===== config.mk =====
export PLATFORM = sky130hd
export DESIGN_NAME = mc6502_interrupt_sequencer
export DESIGN_NICKNAME = d
export VERILOG_FILES = /design/src/rtl/mc6502_pkg.sv /design/src/rtl/mc6502_nmi_edge.sv /design/src/rtl/mc6502_interrupt_sequencer.sv
export SDC_FILE = /design/constraint.sdc
export NUM_CORES = 1
export LEC_CHECK = 0
export ABC_AREA = 1
export CAP_MARGIN = 25
export CORE_ASPECT_RATIO = 0.9
export CORE_MARGIN = 4
export CORE_UTILIZATION = 53
export DETAILED_ROUTE_END_ITERATION = 8
export PLACE_DENSITY = 0.88
export SETUP_SLACK_MARGIN = 0.1
export SLEW_MARGIN = 20
export SYNTH_ARGS = -nofsm -noshare
export SYNTH_HDL_FRONTEND = slang
export SYNTH_SLANG_ARGS = --single-unit

===== constraint.sdc =====
create_clock -name clk -period 2.55 [get_ports clk]
set_input_delay 0.765 -clock clk [delete_from_list [all_inputs] [get_ports clk]]
set_output_delay 0.765 -clock clk [all_outputs]
set_load 0.01 [all_outputs]

===== src/rtl/mc6502_pkg.sv =====
// Shared definitions for the 6502 interrupt entry sequencer: state encoding,
// entry source kinds, status-flag bit positions and the pushed-P formatter.
package mc6502_pkg;

   typedef enum logic [2:0] {
      ST_IDLE   = 3'd0,
      ST_RST_S  = 3'd1,
      ST_PUSH_H = 3'd2,
      ST_PUSH_L = 3'd3,
      ST_PUSH_P = 3'd4,
      ST_VEC_L  = 3'd5,
      ST_VEC_H  = 3'd6
   } is_state_t;

   typedef enum logic [1:0] {
      SRC_RST = 2'd0,
      SRC_NMI = 2'd1,
      SRC_BRK = 2'd2,
      SRC_IRQ = 2'd3
   } is_src_t;

   localparam int P_I = 2;
   localparam int P_B = 4;
   localparam int P_U = 5;

   // The stacked status byte always has U set; B marks a software BRK entry.
   function automatic logic [7:0] push_p(input logic [7:0] p, input logic brk);
      logic [7:0] r;
      r      = p;
      r[P_U] = 1'b1;
      r[P_B] = brk;
      return r;
   endfunction

endpackage


===== src/rtl/mc6502_nmi_edge.sv =====
// NMI falling-edge detector with a pending latch; a fresh edge beats a
// simultaneous clear so no NMI is lost while one is being serviced.
module mc6502_nmi_edge (
   input  logic clk,
   input  logic rst_x,
   input  logic nmi_x,
   input  logic clr,
   output logic pend
);

   logic prev_r;
   logic pend_r;
   logic fall_s;

   assign fall_s = prev_r & ~nmi_x;
   assign pend   = pend_r;

   // line history and pending latch
   always_ff @(posedge clk or negedge rst_x) begin
      if (!rst_x) begin
         prev_r <= 1'b1;
         pend_r <= 1'b0;
      end else begin
         prev_r <= nmi_x;
         if (fall_s) begin
            pend_r <= 1'b1;
         end else if (clr) begin
            pend_r <= 1'b0;
         end else begin
            pend_r <= pend_r;
         end
      end
   end

endmodule


===== src/rtl/mc6502_interrupt_sequencer.sv =====
// 6502 reset/NMI/IRQ/BRK entry sequencer: stacks PC and P, sets I and loads
// the vector into PC while holding instruction decode.
module mc6502_interrupt_sequencer
   import mc6502_pkg::*;
#(
   parameter logic [15:0] VEC_NMI    = 16'hFFFA,
   parameter logic [15:0] VEC_RST    = 16'hFFFC,
   parameter logic [15:0] VEC_IRQ    = 16'hFFFE,
   parameter logic [7:0]  STACK_PAGE = 8'h01
) (
   input  logic        clk,
   input  logic        rst_x,
   input  logic        i_nmi_x,
   input  logic        i_irq_x,
   input  logic        id2is_brk,
   input  logic        id2is_boundary,
   output logic        is2id_hold,
   input  logic [7:0]  rf2is_pcl,
   input  logic [7:0]  rf2is_pch,
   input  logic [7:0]  rf2is_s,
   input  logic [7:0]  rf2is_p,
   output logic [7:0]  is2rf_data,
   output logic        is2rf_set_pcl,
   output logic        is2rf_set_pch,
   output logic        is2rf_set_s,
   output logic        is2rf_set_i,
   output logic        is2mc_req,
   output logic        is2mc_we,
   output logic [15:0] is2mc_addr,
   output logic [7:0]  is2mc_data,
   input  logic        mc2is_ack,
   input  logic [7:0]  mc2is_data
);

   is_state_t   state_r;
   is_src_t     kind_r;
   is_src_t     src_s;
   logic [15:0] vec_r;
   logic [7:0]  pcl_r;
   logic [7:0]  s_r;
   logic [7:0]  s_dec_s;
   logic        hold_r;
   logic        take_s;
   logic        hijack_s;
   logic        nmi_pend_s;
   logic        nmi_clr_s;
   logic        req_r;
   logic        we_r;
   logic [15:0] addr_r;
   logic [7:0]  mdata_r;
   logic [7:0]  rdata_r;
   logic        set_pcl_r;
   logic        set_pch_r;
   logic        set_s_r;
   logic        set_i_r;

   mc6502_nmi_edge u_nmi (
      .clk   (clk),
      .rst_x (rst_x),
      .nmi_x (i_nmi_x),
      .clr   (nmi_clr_s),
      .pend  (nmi_pend_s)
   );

   assign s_dec_s    = s_r - 8'd1;
   assign nmi_clr_s  = (take_s && (src_s == SRC_NMI)) || hijack_s;
   assign is2id_hold = hold_r | take_s;

   assign is2rf_data    = rdata_r;
   assign is2rf_set_pcl = set_pcl_r;
   assign is2rf_set_pch = set_pch_r;
   assign is2rf_set_s   = set_s_r;
   assign is2rf_set_i   = set_i_r;
   assign is2mc_req     = req_r;
   assign is2mc_we      = we_r;
   assign is2mc_addr    = addr_r;
   assign is2mc_data    = mdata_r;

   // source selection at a boundary and NMI hijack of an IRQ/BRK entry
   always_comb begin
      take_s   = 1'b0;
      src_s    = SRC_IRQ;
      hijack_s = 1'b0;
      if ((state_r == ST_IDLE) && id2is_boundary) begin
         if (nmi_pend_s) begin
            take_s = 1'b1;
            src_s  = SRC_NMI;
         end else if (id2is_brk) begin
            take_s = 1'b1;
            src_s  = SRC_BRK;
         end else if (!i_irq_x && !rf2is_p[P_I]) begin
            take_s = 1'b1;
            src_s  = SRC_IRQ;
         end else begin
            take_s = 1'b0;
         end
      end else if ((state_r == ST_PUSH_P) && mc2is_ack && (kind_r != SRC_NMI)) begin
         hijack_s = nmi_pend_s;
      end else begin
         hijack_s = 1'b0;
      end
   end

   // sequence state, captured context and registered outputs
   always_ff @(posedge clk or negedge rst_x) begin
      if (!rst_x) begin
         state_r   <= ST_RST_S;
         hold_r    <= 1'b1;
         kind_r    <= SRC_RST;
         vec_r     <= VEC_RST;
         pcl_r     <= 8'h00;
         s_r       <= 8'h00;
         req_r     <= 1'b0;
         we_r      <= 1'b0;
         addr_r    <= 16'h0000;
         mdata_r   <= 8'h00;
         rdata_r   <= 8'h00;
         set_pcl_r <= 1'b0;
         set_pch_r <= 1'b0;
         set_s_r   <= 1'b0;
         set_i_r   <= 1'b0;
      end else begin
         set_pcl_r <= 1'b0;
         set_pch_r <= 1'b0;
         set_s_r   <= 1'b0;
         set_i_r   <= 1'b0;
         case (state_r)
            ST_IDLE: begin
               if (take_s) begin
                  state_r <= ST_PUSH_H;
                  hold_r  <= 1'b1;
                  kind_r  <= src_s;
                  vec_r   <= (src_s == SRC_NMI) ? VEC_NMI : VEC_IRQ;
                  pcl_r   <= rf2is_pcl;
                  s_r     <= rf2is_s;
                  req_r   <= 1'b1;
                  we_r    <= 1'b1;
                  addr_r  <= {STACK_PAGE, rf2is_s};
                  mdata_r <= rf2is_pch;
               end else begin
                  hold_r <= 1'b0;
               end
            end
            ST_RST_S: begin
               // reset performs the three stack decrements without writing
               rdata_r <= rf2is_s - 8'd3;
               set_s_r <= 1'b1;
               set_i_r <= 1'b1;
               kind_r  <= SRC_RST;
               vec_r   <= VEC_RST;
               req_r   <= 1'b1;
               we_r    <= 1'b0;
               addr_r  <= VEC_RST;
               mdata_r <= 8'h00;
               state_r <= ST_VEC_L;
            end
            ST_PUSH_H: begin
               if (mc2is_ack) begin
                  s_r     <= s_dec_s;
                  addr_r  <= {STACK_PAGE, s_dec_s};
                  mdata_r <= pcl_r;
                  state_r <= ST_PUSH_L;
               end
            end
            ST_PUSH_L: begin
               if (mc2is_ack) begin
                  s_r     <= s_dec_s;
                  addr_r  <= {STACK_PAGE, s_dec_s};
                  mdata_r <= push_p(rf2is_p, kind_r == SRC_BRK);
                  state_r <= ST_PUSH_P;
               end
            end
            ST_PUSH_P: begin
               if (mc2is_ack) begin
                  s_r     <= s_dec_s;
                  rdata_r <= s_dec_s;
                  set_s_r <= 1'b1;
                  set_i_r <= 1'b1;
                  we_r    <= 1'b0;
                  mdata_r <= 8'h00;
                  if (hijack_s) begin
                     vec_r  <= VEC_NMI;
                     addr_r <= VEC_NMI;
                  end else begin
                     addr_r <= vec_r;
                  end
                  state_r <= ST_VEC_L;
               end
            end
            ST_VEC_L: begin
               if (mc2is_ack) begin
                  rdata_r   <= mc2is_data;
                  set_pcl_r <= 1'b1;
                  addr_r    <= vec_r + 16'd1;
                  state_r   <= ST_VEC_H;
               end
            end
            ST_VEC_H: begin
               if (mc2is_ack) begin
                  rdata_r   <= mc2is_data;
                  set_pch_r <= 1'b1;
                  req_r     <= 1'b0;
                  addr_r    <= 16'h0000;
                  hold_r    <= 1'b0;
                  state_r   <= ST_IDLE;
               end
            end
            default: begin
               state_r <= ST_RST_S;
               hold_r  <= 1'b1;
               req_r   <= 1'b0;
               we_r    <= 1'b0;
            end
         endcase
      end
   end

endmodule

==> results of run 1 <==
[final cells by class]
cell class	instances	share of cell area (%)
multi-input cells	483	38.8
flip-flops and latches	77	33.5
repair buffers	108	17.7
inverters	66	4.26
well taps	115	2.47
clock buffers	11	2.26
clock inverters	5	1.05
[state kept, by name, summed over array words and instances (netlist names)]
name and cells:
is2mc_req 1, s_r 8, vec_r 16, u_nmi.prev_r 1, hold_r 1, is2mc_we 1, state_r 3, kind_r 2
pcl_r 8, is2rf_set_pcl 1, is2rf_set_pch 1, is2mc_addr 16, u_nmi.pend 1, is2mc_data 8, is2rf_set_i 1, is2rf_data 8
[Yosys cell counts (4+ instances only)]
| cell | n |
|---|---|
| nand2_1 | 236 |
| inv_1 | 61 |
| dfrtp_1 | 60 |
| nor2_1 | 59 |
| nand3_1 | 50 |
| o21ai_0 | 48 |
| a21oi_1 | 24 |
| dfstp_2 | 17 |
| buf_2 | 8 |
| nand4_1 | 8 |
| a22oi_1 | 7 |
| nor3_1 | 6 |
| inv_2 | 5 |
| nand2_2 | 5 |
| o21a_1 | 5 |
| xor2_1 | 4 |
[routing by layer]
layer | track usage (%) | share of wire, % | up-vias
met2 | 47.7 | 48 | 228
li1 | - | - | 2260
met3 | 7.04 | 8.4 | 35
met4 | 9.07 | 1.9 | 0
met1 | 35.6 | 42 | 2260
met5 | 0 | 0 | -
[path summary, 6_finish.rpt]
kind	startpoint	slack, ns	endpoint	depth (start not counted)
worst min-delay path	rst_x	0.34	is2rf_data[5]	1
max in group asynchronous	rst_x	1.55	vec_r[7]	2
worst max register to register	state_r[1]	0.44	is2mc_data[3]	8
worst min register to register	is2mc_addr[11]	0.49	is2mc_addr[11]	2
worst max-delay path	id2is_brk	0.18	is2id_hold	7
min in group clk	is2mc_addr[11]	0.49	is2mc_addr[11]	2
[what timing repair did]
action,4_1_cts,5_1_grt
pin swaps,5,1
resized for setup,10,2
setup endpoints to repair,1,1
[per-stage QoR]
step	setup WS [ns]	instance area, sq um	TNS [ns]
after global placement	-0.379	5620	-0.379
after CTS	0.108	5810	0
after global routing	0.157	5820	0
final	0.178	5820	0
after floorplan	0.217	4510	0
after detailed placement	-0.423	5620	-1.29
[worst register-to-register path: cells and delay by family (launching register included)]
family / cells / cell delay, ns
buffers and inverters: 1 / 0.22
DFF: 1 / 0.46
and+or+nand+nor: 6 / 0.94
AOI/OAI and AO/OA: 1 / 0.37
[logic make-up after synthesis]
family                   count (synthesis)
AND/OR/NAND/NOR                        380
AO/OA/AOI/OAI                           96
buffers and inverters                   78
flip-flops                              77
XOR/XNOR                                 4
adder cells (fa/ha/maj)                  3
[power by group]
| group | total, mW | internal [mW] | switching, mW | leakage (nW) |
|---|---|---|---|---|
| Sequential | 2.15 | 1.79 | 0.359 | 0.920 |
| Combinational | 4.68 | 1.81 | 2.87 | 1.94 |
| Clock | 0.930 | 0.457 | 0.474 | 0.0975 |
| Total | 7.77 | 4.07 | 3.70 | 2.96 |
==> results.json, run 1 <==
{
  "synthSimpleGateAreaFrac_pct": 36.2,
  "drcViolationCount": 0,
  "layoutNonFillerInstCount": 865,
  "crit_family": "buffers and inverters",
  "die_h_um": 95.5,
  "cts.sinks": 77,
  "cp_cell_sequence": "dlygate4sd2_1 > nor2_1 > o21ai_1 > buf_4 > nand2_4 > nand2_2 > buf_6",
  "layout_commonest_cell": "nand2_1",
  "grt_first_pass_wirelength_um": 22400,
  "synth_cell_type_count": 39,
  "hold_violations": 0,
  "viasPerCell": 5.53,
  "n_antenna_cell": 0,
  "wl_per_cell_um": 15.6,
  "cts_max_path_buffers": 2,
  "start_kind": "input pin",
  "hpwl_um": 10300,
  "dr.pass1.iters": 7,
  "synthXorXnorAreaFrac_pct": 0.776,
  "power.density_nw_per_um2": 1340,
  "rsz0062_at_grt": "no",
  "synth_flop_cell": "dfrtp_1",
  "slowest_stage": "dlygate4sd2_1",
  "io_buffers": 83,
  "seq_area_frac_synth_pct": 43.2,
  "overflow": 0,
  "gp_congestion": 0.960,
  "cts_tree": "done",
  "hold_path_class": "input pin to asynchronous set/reset pin",
  "num-fill-cells": 685,
  "slew_violations": 0,
  "fp.coreArea_sq_um": 8180,
  "postSynthAreaPerCell_sq_um": 7.07,
  "path_buf_inv": 3,
  "num_io_pins": 86,
  "fin_crit_sh_pct": 93.0,
  "synth-seq-cells": 77,
  "dp_cells": 849,
  "grt_max_degree": 46,
  "post-route-util_pct": 71.1,
  "ctsHtreeMaxLevel": 3,
  "multi_input_area_sq_um": 2260,
  "grtUsageTotal_pct": 28.1,
  "irDropWorstVdd_mv": 0.670,
  "fp-row-count": 31,
  "synthTopCellsByArea": "dfrtp_1 33%, nand2_1 20%, dfstp_2 9.9%, nand3_1 5.5%, o21ai_0 5.3%",
  "period_needed_ns": 2.37,
  "end_kind": "primary output",
  "finalClockSkew_ns": 0.0159,
  "wirelength_um": 13500,
  "grt_pass1_vias": 4636,
  "synth_top_area_cell": "dfrtp_1",
  "synthArstFlopShare_pct": 100,
  "path_clk_slew_ns": 0.08,
  "max_slew_margin_pct": 54.7,
  "die_w_um": 105,
  "syn2layout_area_growth_pct": 28.9,
  "totalPowerFinal_mw": 7.77,
  "synthCells": 638,
  "mostFrequentLayoutCells": "235 x nand2_1, 77 x clkdlybuf4s50_1, 60 x inv_1, 60 x dfrtp_1, 59 x nor2_1",
  "die-area_sq_um": 10100,
  "synth-compound-area-share_pct": 12.1,
  "clock.fmax_ghz": 0.422,
  "syn_nets": 688,
  "synth.cell_area_sq_um": 4510,
  "status": "complete, no violations",
  "first_iter_violations": 457,
  "crit_type": "input pin to primary output",
  "vias": 4783,
  "cp.required_ns": 1.79,
  "slowest_delay_ns": 0.24,
  "cts_root_buf": "clkbuf_8",
  "final_nets": 795,
  "postRouteAntennaNets": 0,
  "drive_gt1_share_pct": 11.5,
  "postCtsSetupBuffers": 0,
  "finalSetupViolCount": 0,
  "antenna_found_initial": 0,
  "insertion_delay_ns": 0.37,
  "timing.hold.ws_ns": 0.343,
  "arrival_ns": 1.61,
  "cts_buffers": 9,
  "initial_core_util_pct": 55.1,
  "regArea_sq_um": 1950,
  "yosys_warnings": 0,
  "tightest_slew_ns": 0.677,
  "synthAdderAreaFrac_pct": 0.832,
  "synth_edf_count": 0,
  "yosys.area.top_type_share_pct": 33.3,
  "cp_max_fo": 2,
  "max_cap_viol_count": 0,
  "holdBufCountCts": 0,
  "p_leak_nw": 2.96,
  "muxShareOfSynthArea_pct": 0,
  "synth_top_family_by_area": "simple AND/OR/NAND/NOR gates"
}
Power figures use the tool's default switching activity.
==> inputs of run 2 (changes only) <==
--- a/config.mk
+++ b/config.mk
@@ -8,10 +8,10 @@
 export ABC_AREA = 1
 export CAP_MARGIN = 25
 export CORE_ASPECT_RATIO = 0.9
-export CORE_MARGIN = 4
 export CORE_UTILIZATION = 53
 export DETAILED_ROUTE_END_ITERATION = 8
-export PLACE_DENSITY = 0.88
+export HOLD_SLACK_MARGIN = 0.03
+export PLACE_DENSITY_LB_ADDON = 0.12
 export SETUP_SLACK_MARGIN = 0.1
 export SLEW_MARGIN = 20
 export SYNTH_ARGS = -nofsm -noshare
==> run 2 against run 1 <==
Net effect: cell count decreased by 2.4%; critical path depth decreased by 2; via count decreased by 4.5%; count of clock-buffer cells in the layout increased by 1; critical path type unchanged.
==> results.json, run 2 (synthesis results as in run 1) <==
{
  "clock.fmax_ghz": 0.415,
  "clkPwrFrac_pct": 12.9,
  "gp_congestion": 0.933,
  "max_slew_margin_pct": 50.0,
  "grt_max_degree": 43,
  "viasPerCell": 5.41,
  "wl_per_cell_um": 14.9,
  "insertion_delay_ns": 0.36,
  "finalClockSkew_ns": 0.0161,
  "vias": 4569,
  "first_iter_violations": 399,
  "p_leak_nw": 2.95,
  "dr.pass1.iters": 5,
  "syn2layout_area_growth_pct": 28.2,
  "cts_tree": "done",
  "path_clk_slew_ns": 0.09,
  "antenna_found_initial": 0,
  "end_kind": "primary output",
  "fp.coreArea_sq_um": 8150,
  "status": "complete, no violations",
  "cts_root_buf": "clkbuf_8",
  "die_w_um": 99.3,
  "hold_path_class": "input pin to asynchronous set/reset pin",
  "cts_buffers": 9,
  "hold_violations": 0,
  "crit_type": "input pin to primary output",
  "num_io_pins": 86,
  "grt_first_pass_wirelength_um": 20700,
  "fin_crit_sh_pct": 94.5,
  "n_antenna_cell": 0,
  "num-fill-cells": 699,
  "cts_max_path_buffers": 2,
  "tns_ns": 0,
  "die_h_um": 89.5,
  "fp-row-count": 31,
  "dp_cells": 826,
  "die-area_sq_um": 8890,
  "period_needed_ns": 2.41,
  "multi_input_area_sq_um": 2260,
  "io_buffers": 83,
  "totalPowerFinal_mw": 7.72,
  "p_int_mw": 4.13,
  "cts.sinks": 77,
  "hpwl_um": 9580,
  "start_kind": "input pin",
  "layoutNonFillerInstCount": 844,
  "tightest_slew_ns": 0.748,
  "post-route-util_pct": 71.0,
  "final_nets": 790,
  "timing.hold.ws_ns": 0.357,
  "initial_core_util_pct": 55.4,
  "cp_max_fo": 2,
  "layout_commonest_cell": "nand2_1",
  "slew_violations": 0,
  "power_frac_seq_pct": 27.8,
  "postRouteAntennaNets": 0,
  "rsz0062_at_grt": "no",
  "p_sw_mw": 3.59,
  "irDropWorstVdd_mv": 0.685,
  "wirelength_um": 12600,
  "arrival_ns": 1.64,
  "drcViolationCount": 0,
  "comb_power_share_pct": 59.3,
  "grtUsageTotal_pct": 30.3,
  "power.density_nw_per_um2": 1340,
  "max_cap_viol_count": 0,
  "overflow": 0,
  "mostFrequentLayoutCells": "236 x nand2_1, 78 x clkdlybuf4s50_1, 60 x inv_1, 60 x dfrtp_1, 59 x nor2_1",
  "cp.required_ns": 1.79,
  "grt_pass1_vias": 4327,
  "finalSetupViolCount": 0,
  "switching_share_pct": 46.5,
  "drive_gt1_share_pct": 10.7,
  "ctsHtreeMaxLevel": 3,
  "holdBufCountCts": 0,
  "regArea_sq_um": 1950
}
[run 2: metal layers]
metal  global-route usage [%]  vias up  wire, um
met5                        0        -         0
li1                         -     2250         -
met4                     10.0        0       223
met3                     6.88       20       989
met2                     47.9      187      5750
met1                     41.6     2112      5650
[run 2: per-stage QoR]
step                      area [sq um]  worst slack (ns)
after floorplan                   4510             0.217
after global placement            5560            -0.469
after detailed placement          5560            -0.487
after CTS                         5780             0.120
after global routing              5780             0.104
final                             5780             0.141
[run 2: area by class of cell]
cell class	count	area share [%]
Multi-Input combinational cell	483	39.0
Sequential cell	77	33.7
Timing Repair Buffer	103	17.3
Inverter	66	4.28
Clock buffer	12	2.34
Tap cell	99	2.14
Clock inverter	4	1.28
[run 2: timing repair]
action                     CTS  global route
gates resized for setup      9             1
setup endpoints to repair    1             1
buffers inserted             2             0
pin swaps                    4             1
[run 2: critical path, stage by stage]
cell and delay, ns:
clkdlybuf4s50_1 0.41, o21ai_2 0.18, nand2_4 0.07, nand2_1 0.08, buf_2 0.13
[run 2: worst paths after layout]
kind,from,end,slack [ns],cells after the start
worst max-delay path,i_irq_x,is2id_hold,0.14,5
worst min-delay path,rst_x,is2rf_data[5],0.36,1
worst max register to register,state_r[1],is2mc_data[0],0.43,8
worst min register to register,is2mc_addr[15],is2mc_addr[15],0.48,2
max in group asynchronous,rst_x,vec_r[11],1.53,2
min in group clk,is2mc_addr[15],is2mc_addr[15],0.48,2
[run 2: power groups by stage]
stage | Sequential, mW | Combinational, mW | Clock [mW]
floorplan | 2.20 | 2.80 | 0
global placement | 2.15 | 4.40 | 0
detailed placement | 2.16 | 4.51 | 0
CTS | 2.14 | 4.53 | 1.02
global route | 2.21 | 5.15 | 1.06
finish | 2.15 | 4.58 | 1.00
